$ cat src/rtl/shift_add_multiplier_pkg.sv
`default_nettype none
// ============================================================================
// Module      : shift_add_multiplier_pkg
// Description : Shared definitions for the sequential shift-and-add
//               multiplier. It holds the default operand and counter widths
//               and the control FSM state encoding.
// Ports       : none (package)
// Revision    : 1.0 - initial release
// ============================================================================
package shift_add_multiplier_pkg;

    // The operand width is fixed at 8 because the partial-sum adder is
    // eight_bit_full_adder.
    localparam int c_WIDTH = 8;

    // The iteration counter must be able to hold WIDTH-1 (2^CNT_W > WIDTH).
    localparam int c_CNT_W = 4;

    typedef enum logic [1:0] {
        IDLE = 2'd0,
        RUN  = 2'd1,
        DONE = 2'd2
    } state_t;

endpackage : shift_add_multiplier_pkg
`default_nettype wire

$ cat src/rtl/shift_add_multiplier_if.sv
`default_nettype none
// ============================================================================
// Module      : shift_add_multiplier_if
// Description : Start/done handshake bundle for the multiplier.
//               master : requester (drives start, A, B; observes result)
//               slave  : multiplier (consumes request, drives result)
// Ports       : start - request, sampled only while the multiplier is idle
//               A, B  - multiplicand / multiplier operands
//               busy  - high while iterating
//               done  - one-cycle completion pulse
//               P     - product register
// Revision    : 1.0 - initial release
// ============================================================================
interface shift_add_multiplier_if
    import shift_add_multiplier_pkg::*;
#(
    parameter int WIDTH = c_WIDTH
) ();

    logic                 start;
    logic [WIDTH-1:0]     A;
    logic [WIDTH-1:0]     B;
    logic                 busy;
    logic                 done;
    logic [2*WIDTH-1:0]   P;

    modport master (
        output start,
        output A,
        output B,
        input  busy,
        input  done,
        input  P
    );

    modport slave (
        input  start,
        input  A,
        input  B,
        output busy,
        output done,
        output P
    );

endinterface : shift_add_multiplier_if
`default_nettype wire

$ cat src/rtl/eight_bit_full_adder.sv
`default_nettype none
// ============================================================================
// Module      : eight_bit_full_adder
// Description : 8-bit ripple-carry adder built from single-bit full adders.
// Ports       : A, B - 8-bit addends
//               Cin  - carry in
//               Cout - carry out of bit 7
//               S    - 8-bit sum
// Revision    : 1.0 - initial release
// ============================================================================
module eight_bit_full_adder (
    input  wire logic [7:0] A,
    input  wire logic [7:0] B,
    input  wire logic       Cin,
    output logic            Cout,
    output logic [7:0]      S
);

    logic [8:0] w_carry;

    assign w_carry[0] = Cin;

    for (genvar i = 0; i < 8; i++) begin : g_bit
        assign S[i]         = A[i] ^ B[i] ^ w_carry[i];
        assign w_carry[i+1] = (A[i] & B[i]) | (w_carry[i] & (A[i] ^ B[i]));
    end

    assign Cout = w_carry[8];

endmodule : eight_bit_full_adder
`default_nettype wire

$ cat src/rtl/shift_add_multiplier.sv
`default_nettype none
// ============================================================================
// Module      : shift_add_multiplier
// Description : Sequential unsigned WIDTH x WIDTH shift-and-add multiplier.
//               It performs one add-and-shift per cycle over WIDTH cycles,
//               then pulses done for one cycle with the product in P.
// Ports       : clk - clock, rising edge
//               rst - asynchronous active-high reset
//               bus - handshake (start, A, B in; busy, done, P out)
// Revision    : 1.0 - initial release
// ============================================================================
module shift_add_multiplier
    import shift_add_multiplier_pkg::*;
#(
    parameter int WIDTH = c_WIDTH,
    parameter int CNT_W = c_CNT_W
) (
    input  wire logic              clk,
    input  wire logic              rst,
    shift_add_multiplier_if.slave  bus
);

    localparam logic [CNT_W-1:0] c_LAST = CNT_W'(WIDTH - 1);

    state_t               r_state;
    state_t               w_next_state;

    logic [WIDTH-1:0]     r_mcand;
    logic [WIDTH-1:0]     r_mreg;
    logic [WIDTH-1:0]     r_acc;
    logic [CNT_W-1:0]     r_cnt;
    logic [2*WIDTH-1:0]   r_p;
    logic                 r_busy;
    logic                 r_done;

    logic                 w_load;
    logic                 w_step;
    logic                 w_last;
    logic [WIDTH-1:0]     w_addend;
    logic [WIDTH-1:0]     w_sum;
    logic                 w_cout;
    logic [WIDTH-1:0]     w_acc_next;
    logic [WIDTH-1:0]     w_mreg_next;

    // ------------------------------------------------------------------
    // Partial-sum adder: acc + (multiplier LSB ? multiplicand : 0)
    // ------------------------------------------------------------------
    assign w_addend = r_mreg[0] ? r_mcand : '0;

    eight_bit_full_adder u_adder (
        .A    (r_acc),
        .B    (w_addend),
        .Cin  (1'b0),
        .Cout (w_cout),
        .S    (w_sum)
    );

    // {cout,sum,mreg} >> 1. The carry lands in the acc MSB, so a 255*255
    // partial sum is never truncated. The sum LSB moves into the multiplier
    // register as the consumed multiplier bit drops out the bottom.
    assign w_acc_next  = {w_cout, w_sum[WIDTH-1:1]};
    assign w_mreg_next = {w_sum[0], r_mreg[WIDTH-1:1]};

    // ------------------------------------------------------------------
    // Control FSM: next state and datapath strobes
    // ------------------------------------------------------------------
    always_comb begin
        w_next_state = r_state;
        w_load       = 1'b0;
        w_step       = 1'b0;
        w_last       = 1'b0;
        case (r_state)
            IDLE: begin
                if (bus.start) begin
                    w_next_state = RUN;
                    w_load       = 1'b1;
                end
            end
            RUN: begin
                w_step = 1'b1;
                if (r_cnt == c_LAST) begin
                    w_last       = 1'b1;
                    w_next_state = DONE;
                end
            end
            DONE: begin
                w_next_state = IDLE;
            end
            default: begin
                w_next_state = IDLE;
            end
        endcase
    end

    // busy/done are decoded from the next state and registered, so they
    // follow the state register exactly and come straight from flops.
    always_ff @(posedge clk or posedge rst) begin
        if (rst) begin
            r_state <= IDLE;
            r_busy  <= 1'b0;
            r_done  <= 1'b0;
        end else begin
            r_state <= w_next_state;
            r_busy  <= (w_next_state == RUN);
            r_done  <= (w_next_state == DONE);
        end
    end

    // ------------------------------------------------------------------
    // Datapath registers
    // ------------------------------------------------------------------
    always_ff @(posedge clk or posedge rst) begin
        if (rst) begin
            r_mcand <= '0;
            r_mreg  <= '0;
            r_acc   <= '0;
            r_cnt   <= '0;
            r_p     <= '0;
        end else begin
            if (w_load) begin
                r_mcand <= bus.A;
                r_mreg  <= bus.B;
                r_acc   <= '0;
                r_cnt   <= '0;
            end else if (w_step) begin
                r_acc   <= w_acc_next;
                r_mreg  <= w_mreg_next;
                r_cnt   <= r_cnt + 1'b1;
            end
            // The product is published from the post-update values on the
            // final iteration, so it becomes valid together with done.
            if (w_last) begin
                r_p <= {w_acc_next, w_mreg_next};
            end
        end
    end

    assign bus.busy = r_busy;
    assign bus.done = r_done;
    assign bus.P    = r_p;

endmodule : shift_add_multiplier
`default_nettype wire
$ cat src/flat_wrapper.sv
// flat-port wrapper written by rule: the top's interface ports become plain ports
module shift_add_multiplier_flat import shift_add_multiplier_pkg::*;
#(
    parameter int WIDTH = c_WIDTH,
    parameter int CNT_W = c_CNT_W
)
  (clk, rst, bus_start, bus_A, bus_B, bus_busy, bus_done, bus_P);
  shift_add_multiplier_if #(.WIDTH(WIDTH)) bus_i ();
  input  wire logic clk;
  input  wire logic rst;
  input wire logic [$bits(bus_i.start)-1:0] bus_start;
  input wire logic [$bits(bus_i.A)-1:0] bus_A;
  input wire logic [$bits(bus_i.B)-1:0] bus_B;
  output wire logic [$bits(bus_i.busy)-1:0] bus_busy;
  output wire logic [$bits(bus_i.done)-1:0] bus_done;
  output wire logic [$bits(bus_i.P)-1:0] bus_P;
  assign bus_i.start = bus_start;
  assign bus_i.A = bus_A;
  assign bus_i.B = bus_B;
  assign bus_busy = bus_i.busy;
  assign bus_done = bus_i.done;
  assign bus_P = bus_i.P;
  shift_add_multiplier #(.WIDTH(WIDTH), .CNT_W(CNT_W)) u_core (.clk(clk), .rst(rst), .bus(bus_i));
endmodule
$ cat config.mk
export PLATFORM = sky130hd
export DESIGN_NAME = shift_add_multiplier_flat
export DESIGN_NICKNAME = d
export VERILOG_FILES = /design/src/rtl/shift_add_multiplier_pkg.sv /design/src/rtl/shift_add_multiplier_if.sv /design/src/rtl/eight_bit_full_adder.sv /design/src/rtl/shift_add_multiplier.sv /design/src/flat_wrapper.sv
export SDC_FILE = /design/constraint.sdc
export NUM_CORES = 1
export LEC_CHECK = 0
export CORE_UTILIZATION = 35
export CTS_CLUSTER_DIAMETER = 150
export DETAILED_ROUTE_END_ITERATION = 10
export SLEW_MARGIN = 20
export SYNTH_ARGS = -nofsm -noshare
export SYNTH_HDL_FRONTEND = slang
export SYNTH_SLANG_ARGS = --single-unit
$ cat constraint.sdc
create_clock -name clk -period 3.6 [get_ports clk]
set_input_delay 0.36 -clock clk [delete_from_list [all_inputs] [get_ports clk]]
set_output_delay 0.36 -clock clk [all_outputs]
set_load 0.03 [all_outputs]
Word level (Yosys, flattened, before mapping)
Index checks and enable logic that the tools add are counted.
{ "classes": {"n_addsub": 1, "n_eq_ne": 4, "n_mux": 15, "n_bitwise": 37, "reduce_logical": 2} }
{ "op_table": {"columns": ["op", "count"], "rows": [
  ["8-bit two-way mux", 5],
  ["1-bit bitwise AND", 15],
  ["1-bit XOR", 15],
  ["4-bit two-way mux", 2],
  ["1-bit bitwise OR", 7],
  ["1-bit two-way mux", 5],
  ["4-bit by 1-bit adder with 4-bit output, second input constant", 1],
  ["2-bit by 1-bit equality test with 1-bit output, second input constant", 2],
  ["4-bit by 3-bit equality test with 1-bit output, second input constant", 1],
  ["2-bit two-way mux", 2],
  ["2-bit case mux with 2 select lines", 1],
  ["2-bit equality test, second input constant", 1],
  ["2-bit zero test", 1],
  ["2-bit nonzero test", 1]
]} }
{ "totals": {"register_bits": 48, "in_bits": 19} }

Depth between registers and ports, before layout
Gate-level depths: netlist of run 1.
{ "depth": {"ltp_word": 18, "mapped_depth": 12, "ltp_nobuf": 11} }

Cells and area by module
A second synthesis of run 1 with hierarchy kept.
{ "unflattened": {"cells_unflattened": 194, "area_unflattened_um2": 2179.6} }
{ "by_module_without_submodules": {"columns": ["module", "seq_area_each_um2", "instances", "area_per_inst_um2", "cells_each"], "rows": [
  ["shift_add_multiplier", 1201.2, 1, 1981.9, 176],
  ["eight_bit_full_adder", 0.0, 1, 197.7, 18]
]} }

Least setup slack after synthesis of run 1
OpenSTA, ideal clock, no wires.
{ "synth_timing": {"path_kind": "flip-flop to flip-flop", "start": "register u_core.r_mreg[0]", "end": "register u_core.r_p[14] (netlist: u_core.bus.P[14])", "path_slack_ns": -0.272, "period_less_slack_ns": 3.872, "stages_incl_launch_ff": 13, "arrival_ns": 3.777, "path_buffers": 1, "t_required_ns": 3.505, "path_cell_list": "dfrtp_1 -> clkbuf_1 -> and2_1 -> ha_1 -> inv_1 -> fa_1 -> fa_1 -> fa_1 -> fa_1 -> fa_1 -> fa_1 -> fa_1 -> o31ai_1"} }
{ "synth_via": {"elab_chain_len": 15} }
{ "synth_lines": {"columns": ["element", "line", "text"], "rows": [
  ["from (decl)", "shift_add_multiplier.sv:29", "logic [WIDTH-1:0] r_mreg;"],
  ["from (signal assigned)", "shift_add_multiplier.sv:122", "r_mreg <= bus.B;"],
  ["from (signal assigned)", "shift_add_multiplier.sv:127", "r_mreg <= w_mreg_next;"],
  ["8-bit two-way mux (*)", "shift_add_multiplier.sv:48", "assign w_addend = r_mreg[0] ? r_mcand : '0;"],
  ["1-bit bitwise AND / 1-bit XOR (equally long branches)", "eight_bit_full_adder.sv:25", "assign w_carry[i+1] = (A[i] & B[i]) | (w_carry[i] & (A[i] ^ B[i]));"],
  ["1-bit bitwise AND", "eight_bit_full_adder.sv:25", null],
  ["1-bit bitwise OR", "eight_bit_full_adder.sv:25", null],
  ["1-bit bitwise AND", "eight_bit_full_adder.sv:25", null],
  ["1-bit bitwise OR", "eight_bit_full_adder.sv:25", null],
  ["1-bit bitwise AND", "eight_bit_full_adder.sv:25", null],
  ["1-bit bitwise OR", "eight_bit_full_adder.sv:25", null],
  ["1-bit bitwise AND", "eight_bit_full_adder.sv:25", null],
  ["1-bit bitwise OR", "eight_bit_full_adder.sv:25", null],
  ["1-bit bitwise AND", "eight_bit_full_adder.sv:25", null],
  ["1-bit bitwise OR", "eight_bit_full_adder.sv:25", null],
  ["1-bit bitwise AND", "eight_bit_full_adder.sv:25", null],
  ["1-bit bitwise OR", "eight_bit_full_adder.sv:25", null],
  ["1-bit XOR (*)", "eight_bit_full_adder.sv:24", "assign S[i] = A[i] ^ B[i] ^ w_carry[i];"],
  ["to (signal assigned)", "shift_add_multiplier.sv:133", "r_p <= {w_acc_next, w_mreg_next};"],
  ["to (decl)", "shift_add_multiplier.sv:32", "logic [2*WIDTH-1:0] r_p;"]
]} }
Every way passes the cells marked *; elsewhere a longest branch is shown, timed or not.
A chain may end at the register's enable or synchronous reset.

Final worst setup path of run 1
{ "layout_timing": {"start": "register u_core.r_mcand[0]", "end": "register u_core.r_p[14] (netlist: u_core.bus.P[14])"} }
{ "layout_via": {"elab_chain_len": 15} }
{ "layout_lines": {"columns": ["element", "line", "text"], "rows": [
  ["from (decl)", "shift_add_multiplier.sv:28", "logic [WIDTH-1:0] r_mcand;"],
  ["from (signal assigned)", "shift_add_multiplier.sv:121", "r_mcand <= bus.A;"],
  ["8-bit two-way mux", "shift_add_multiplier.sv:48", null],
  ["1-bit bitwise AND (2 in series)", "eight_bit_full_adder.sv:25", null],
  ["1-bit bitwise OR", "eight_bit_full_adder.sv:25", null],
  ["1-bit bitwise AND", "eight_bit_full_adder.sv:25", null],
  ["1-bit bitwise OR", "eight_bit_full_adder.sv:25", null],
  ["1-bit bitwise AND", "eight_bit_full_adder.sv:25", null],
  ["1-bit bitwise OR", "eight_bit_full_adder.sv:25", null],
  ["1-bit bitwise AND", "eight_bit_full_adder.sv:25", null],
  ["1-bit bitwise OR", "eight_bit_full_adder.sv:25", null],
  ["1-bit bitwise AND", "eight_bit_full_adder.sv:25", null],
  ["1-bit bitwise OR", "eight_bit_full_adder.sv:25", null],
  ["1-bit bitwise AND", "eight_bit_full_adder.sv:25", null],
  ["1-bit bitwise OR", "eight_bit_full_adder.sv:25", null],
  ["1-bit XOR", "eight_bit_full_adder.sv:24", null]
]} }
No other way between the ends.

==> reports/summary.txt, run 1 <==
Status - finished clean
Combinational family with the most area after synthesis - simple AND/OR/NAND/NOR gates
Pwr Density - 841 nW/um^2
Layout cell share with drive strength beyond 1 - 13.0%
Avg Cell Area, Syn - 10.9 um^2
Clock Sinks - 48
Die Ht - 79.8 um
Gr usage total - 14.3%
Number of global-route vias before repair - 1431
Post-Route Setup TNS - 0 ns
Drt total wl - 4.01 mm
Register clock-pin slew on the reported worst setup and hold paths - 0.09 ns
Row cnt - 27
Synth Area in Adders - 7.81%
DIE AREA - 6360 um^2
Largest net degree at the start of global routing - 49
Total power draw - 2.22 mW
Leakage - 1.17 nW
Num CTS Buffers - 5
Synth area leader - dfrtp_1
Ranking of synthesized cells by area - dfrtp_1, nand2_1, fa_1
Ant. Diodes - 0
Ys Warns - 0
Yosys cell types - 27
Worst Setup SP - u_core.r_mcand[0]$_DFFE_PP0P_
Critical Path AT - 3.71 ns
CTS Root Cell - clkbuf_8
Number of vias per cell - 4.89
Max IR drop VDD - 0.348 mV
Compound-Gate Fraction of Synth Area - 11.0%
Post-detailed-route count of antenna-violating nets - 0
First-pass GRT wire length - 6.95 mm
Commonest non-fill, non-tap cells in the layout - nand2_1, dfrtp_1, clkdlybuf4s50_1
Detailed-route via count - 1477
Final Hold Viols - 0
Actual slew at the worst max-slew pin - 0.895 ns
Max H-tree Level - 2
Commonest non-fill, non-tap cell in the layout - nand2_1
Maximum fanout along the worst path - 2
Routability cong. - 0.693
Synth Cell Area - 2120 um^2
Initial Util - 37.3%
Worst hold start - u_core.r_mcand[1]$_DFFE_PP0P_
Worst hold path type - reg2reg
Layout Nets - 257
Synthesized instance count - 194
Register area share after synthesis - 56.8%
Critical Path Sink Type - register
Critical path's slowest cell - fa_1
Fin util - 46.6%
Critical path class - reg2reg
Number of max-cap violations - 0
Slew HR - 40.2%
First-pass detailed-route iteration total - 4
Hold_ws - 0.478 ns
Skew final - 0.00646 ns
Clk buf depth - 2
Top cell type's share of synthesized area - 56.8%
Cell Chain, Critical Path - and2_4 > ha_1 > inv_1 > fa_2 > fa_2 > fa_2 > fa_2 > fa_2 > fa_2 > fa_1 > o31ai_1
Chip width - 79.8 um
Number of remaining DRC errors - 0
WL/cell - 13.3 um
Detailed placer's ending HPWL - 2.74 mm
Grt total ovfl - 0
Area of the core - 5680 um^2
Mapped Nets - 222
Tmin final - 3.51 ns
Post-Synth Simple-Gate Area - 15.6%
Starting DRT DRC Count - 104
Initial antenna violation count - 0
CP most frequent cell - fa_2
RSZ-0062 raised after global routing - yes
Worst-Skew Late Latency - 0.30 ns
Pre-CTS WS - 0.0638 ns
Boundary pin count - 37
Seq cells post-synth - 48
# setup viols final - 0
Area Growth Syn to Fin - 25.0%
Mux share of post-synthesis cell area - 4.73%
Max Freq - 285 MHz
Reg2reg start - u_core.r_mcand[0]$_DFFE_PP0P_
PortBufs - 36
Crit share post-route - 97.6%
TritonCTS clock tree - built
Critical path data required time - 3.80 ns
Post-synthesis xor/xnor area fraction - 0%
Worst setup slack after layout - 0.0870 ns
CP Launch Type - register
Slew Viols, Final - 0
Max stage delay on crit path - 0.45 ns
Hold_buf cts - 0
==> timing repair <==
| item | CTS | global route |
|---|---|---|
| gates resized for setup | 0 | 2 |
| setup endpoints to repair | 0 | 3 |
| buffers inserted | 0 | 0 |
| endpoints found under the hold margin | 0 | 0 |
==> power breakdown <==
part | switching (mW) | leakage, nW | internal, mW | total, mW
logic | 0.584 | 0.506 | 0.410 | 0.994
clock network | 0.173 | 0.0510 | 0.153 | 0.326
registers | 0.138 | 0.610 | 0.766 | 0.904
total | 0.894 | 1.17 | 1.33 | 2.22
==> state kept, by name, indices dropped and copies added (netlist names) <==
| signal | count |
|---|---|
| u_core.bus.P | 16 |
| u_core.bus.busy | 1 |
| u_core.bus.done | 1 |
| u_core.r_acc | 8 |
| u_core.r_cnt | 4 |
| u_core.r_mcand | 8 |
| u_core.r_mreg | 8 |
| u_core.r_state | 2 |
==> critical path, delay by kind of cell (launching register included) <==
family          cells  cell delay (ns)
simple gates        1             0.14
flops               1             0.36
fa+ha+maj           8             2.66
compound gates      1             0.21
buf+inv             1             0.05
==> cells in the mapped netlist <==
master    count
ha_1          2
mux2_2        8
nor3b_2       1
or3b_1        1
mux2i_1       1
inv_1         9
nand2_1      54
nor2b_1       1
fa_1          7
buf_4         2
a22oi_1       8
buf_2         6
nand3b_2      1
dfrtp_1      48
and2_1        1
o21bai_1      1
o21ai_0      18
o21ba_2       1
nand3_1       9
nor2_1        1
clkbuf_2      1
nand2b_1      1
clkbuf_1      1
nand4_1       1
o31ai_1       8
a21oi_1       1
nor2_8        1
==> worst paths after layout <==
| check | endpoint | slack, ns | cells after the start |
|---|---|---|---|
| max | u_core.bus.P[14]$_DFFE_PP0P_ | 0.09 | 11 |
| min | u_core.r_mcand[1]$_DFFE_PP0P_ | 0.48 | 2 |
| max reg2reg | u_core.bus.P[14]$_DFFE_PP0P_ | 0.09 | 11 |
| min reg2reg | u_core.r_mcand[1]$_DFFE_PP0P_ | 0.48 | 2 |
| max in group asynchronous | u_core.bus.P[14]$_DFFE_PP0P_ | 2.60 | 2 |
| min in group asynchronous | u_core.bus.P[4]$_DFFE_PP0P_ | 0.50 | 2 |
==> layer usage <==
metal / global-route usage [%] / wire [um]
met4: 6.43 / 64
met5: 0 / 0
met3: 2.17 / 111
met2: 20.3 / 1820
met1: 21.3 / 2020
==> cell families after synthesis <==
family / count (synthesis)
buffers and inverters: 19
adder cells (fa/ha/maj): 9
AO/OA/AOI/OAI: 37
flip-flops: 48
AND/OR/NAND/NOR: 72
multiplexers: 9
==> stage by stage <==
stage | std cells | instance area [um^2]
after global routing | 302 | 2650
after CTS | 302 | 2630
after floorplan | 194 | 2130
after detailed placement | 294 | 2540
after global placement | 294 | 2540
final | 302 | 2650
==> layout make-up <==
type | instances | area, um^2
clock inverters | 2 | 10.0
clock buffers | 6 | 82.6
multi-input cells | 127 | 851
well taps | 72 | 90.1
flip-flops and latches | 48 | 1200
fillers | 550 | 3030
repair buffers | 38 | 375
inverters | 9 | 35.0
Note: power is estimated with default switching activity, not from simulation.
==> run 2, diff against run 1 <==
--- a/config.mk
+++ b/config.mk
@@ -8,6 +8,8 @@
 export CORE_UTILIZATION = 35
 export CTS_CLUSTER_DIAMETER = 150
 export DETAILED_ROUTE_END_ITERATION = 10
+export MAX_ROUTING_LAYER = met4
+export SKIP_CTS_REPAIR_TIMING = 1
 export SLEW_MARGIN = 20
 export SYNTH_ARGS = -nofsm -noshare
 export SYNTH_HDL_FRONTEND = slang
==> run 2 against run 1 <==
Compared with the run above:
- first-iteration DRC count fell by 13%
- wire length decreased by 0.77%
- global-route usage is 0.47 points higher
==> reports/summary.txt, run 2 (same netlist as run 1, synthesis figures left out) <==
Crit share post-route - 97.2% (was 97.6%)
First-pass GRT wire length - 6.98 mm (was 6.95 mm)
Sw power - 0.890 mW (was 0.894 mW)
Initial Util - 37.3% (unchanged)
Max H-tree Level - 2 (unchanged)
Skew final - 0.00779 ns (was 0.00646 ns)
Layout cell share with drive strength beyond 1 - 13.0% (unchanged)
Final Hold Viols - 0 (unchanged)
Clk buf depth - 2 (unchanged)
DIE AREA - 6360 um^2 (unchanged)
Critical Path AT - 3.69 ns (was 3.71 ns)
Number of remaining DRC errors - 0 (unchanged)
Leakage - 1.17 nW (unchanged)
Grt total ovfl - 0 (unchanged)
Largest net degree at the start of global routing - 49 (unchanged)
Combinational power share - 44.7% (about the same)
Slew Viols, Final - 0 (unchanged)
# setup viols final - 0 (unchanged)
Max IR drop VDD - 0.346 mV (was 0.348 mV)
Ant. Diodes - 0 (unchanged)
First-pass detailed-route iteration total - 4 (unchanged)
R2r worst-path depth - 11 (unchanged)
Detailed-route via count - 1470 (was 1477)
Number of vias per cell - 4.87 (was 4.89)
TritonCTS clock tree - built (unchanged)
Power share of the clock group - 14.6% (was 14.7%)
Internal - 1.33 mW (about the same)
Die Ht - 79.8 um (unchanged)
Pwr Density - 839 nW/um^2 (was 841 nW/um^2)
Tmin final - 3.50 ns (was 3.51 ns)
Row cnt - 27 (unchanged)
Detailed placer's ending HPWL - 2.74 mm (unchanged)
Worst setup slack after layout - 0.100 ns (was 0.0870 ns)
Worst-Skew Late Latency - 0.29 ns (was 0.30 ns)
Hold Path Stages - 2 (unchanged)
WL/cell - 13.2 um (was 13.3 um)
Area Growth Syn to Fin - 25.0% (unchanged)
PortBufs - 36 (unchanged)
Commonest non-fill, non-tap cells in the layout - nand2_1, dfrtp_1, clkdlybuf4s50_1 (unchanged)
Final Cell Area - 2650 um^2 (unchanged)
Critical path class - reg2reg (unchanged)
Pre-CTS WS - 0.0638 ns (unchanged)
Critical Path Sink Type - register (unchanged)
Reg power frac - 40.7% (was 40.6%)
Register clock-pin slew on the reported worst setup and hold paths - 0.08 ns (was 0.09 ns)
Initial antenna violation count - 0 (unchanged)
Slew HR - 41.1% (was 40.2%)
Routability cong. - 0.701 (was 0.693)
Max Freq - 286 MHz (was 285 MHz)
Clock Sinks - 48 (unchanged)
Area of the core - 5680 um^2 (unchanged)
Commonest non-fill, non-tap cell in the layout - nand2_1 (unchanged)
Number of flip-flops in the largest register - 16 (unchanged)
Starting DRT DRC Count - 91 (was 104)
Total power draw - 2.22 mW (about the same)
Number of global-route vias before repair - 1431 (unchanged)
Sw frac - 40.1% (was 40.2%)
CP Launch Type - register (unchanged)
Number of max-cap violations - 0 (unchanged)
Layout Nets - 257 (unchanged)
Drt total wl - 3.98 mm (was 4.01 mm)
Chip width - 79.8 um (unchanged)
Worst hold path type - reg2reg (unchanged)
Maximum fanout along the worst path - 2 (unchanged)
Post-detailed-route count of antenna-violating nets - 0 (unchanged)
Gr usage total - 14.8% (was 14.3%)
Critical path data required time - 3.79 ns (was 3.80 ns)
Actual slew at the worst max-slew pin - 0.881 ns (was 0.895 ns)
Placed Area - 2540 um^2 (unchanged)
Status - finished clean (unchanged)
Boundary pin count - 37 (unchanged)
RSZ-0062 raised after global routing - yes (unchanged)
Num CTS Buffers - 5 (unchanged)
CTS Root Cell - clkbuf_8 (unchanged)
==> run 2: cell counts in the layout (fill, tap and decap cells not counted) <==
Identical to the previous run, type by type.
==> run 2: worst paths after layout <==
kind / start / end / slack (ns)
worst max-delay path: u_core.r_mcand[0]$_DFFE_PP0P_ / u_core.bus.P[14]$_DFFE_PP0P_ / 0.10
worst min-delay path: u_core.r_mcand[1]$_DFFE_PP0P_ / u_core.r_mcand[1]$_DFFE_PP0P_ / 0.48
worst max register to register: u_core.r_mcand[0]$_DFFE_PP0P_ / u_core.bus.P[14]$_DFFE_PP0P_ / 0.10
worst min register to register: u_core.r_mcand[1]$_DFFE_PP0P_ / u_core.r_mcand[1]$_DFFE_PP0P_ / 0.48
max in group asynchronous: rst / u_core.bus.P[13]$_DFFE_PP0P_ / 2.61
min in group asynchronous: rst / u_core.bus.P[4]$_DFFE_PP0P_ / 0.50
==> run 2: cell type report <==
type | count | area, um^2
inverters | 9 | 35.0
well taps | 72 | 90.1
clock buffers | 6 | 82.6
clock inverters | 2 | 10.0
multi-input cells | 127 | 851
repair buffers | 38 | 375
fillers | 550 | 3030
flip-flops and latches | 48 | 1200
==> run 2: worst max-delay path, cell delays in order, from the launching register on <==
cell	delay, ns
dfrtp_1	0.36
and2_4	0.14
ha_1	0.12
inv_1	0.05
fa_2	0.34
fa_2	0.35
fa_2	0.35
fa_2	0.36
fa_2	0.35
fa_2	0.34
fa_1	0.45
o31ai_1	0.21
==> run 2: stage by stage <==
| stage | utilization (%) | hold slack (ns) | instances | setup TNS (ns) |
|---|---|---|---|---|
| final | 46.6 | 0.478 | 302 | 0 |
| after global routing | 46.6 | 0.512 | 302 | -0.0360 |
| after CTS | 46.4 | 0.484 | 302 | 0 |
| after detailed placement | 44.8 | 0.463 | 294 | 0 |
| after global placement | 44.8 | 0.459 | 294 | 0 |
| after floorplan | - | 0.437 | 194 | 0 |
==> run 2: per-layer routing <==
layer	share of wire, %	up-vias	GRT usage (%)
li1	-	720	-
met1	48	713	21.8
met2	46	32	20.1
met3	3.7	5	2.17
met4	1.6	0	6.43
met5	0	-	-
==> run 2: power groups by stage <==
stage | clock network [mW] | registers (mW) | logic [mW]
global route | 0.356 | 0.934 | 1.12
global placement | 0 | 0.902 | 0.988
detailed placement | 0 | 0.911 | 0.998
finish | 0.325 | 0.903 | 0.992
floorplan | 0 | 1.03 | 0.550
CTS | 0.337 | 0.902 | 1.00
==> run 3, diff against run 2 <==
--- a/config.mk
+++ b/config.mk
@@ -6,7 +6,6 @@
 export NUM_CORES = 1
 export LEC_CHECK = 0
 export CORE_UTILIZATION = 35
-export CTS_CLUSTER_DIAMETER = 150
 export DETAILED_ROUTE_END_ITERATION = 10
 export MAX_ROUTING_LAYER = met4
 export SKIP_CTS_REPAIR_TIMING = 1
==> results of run 3 <==
Same layout as run 2: the final DEF is identical, and so are final timing and power.
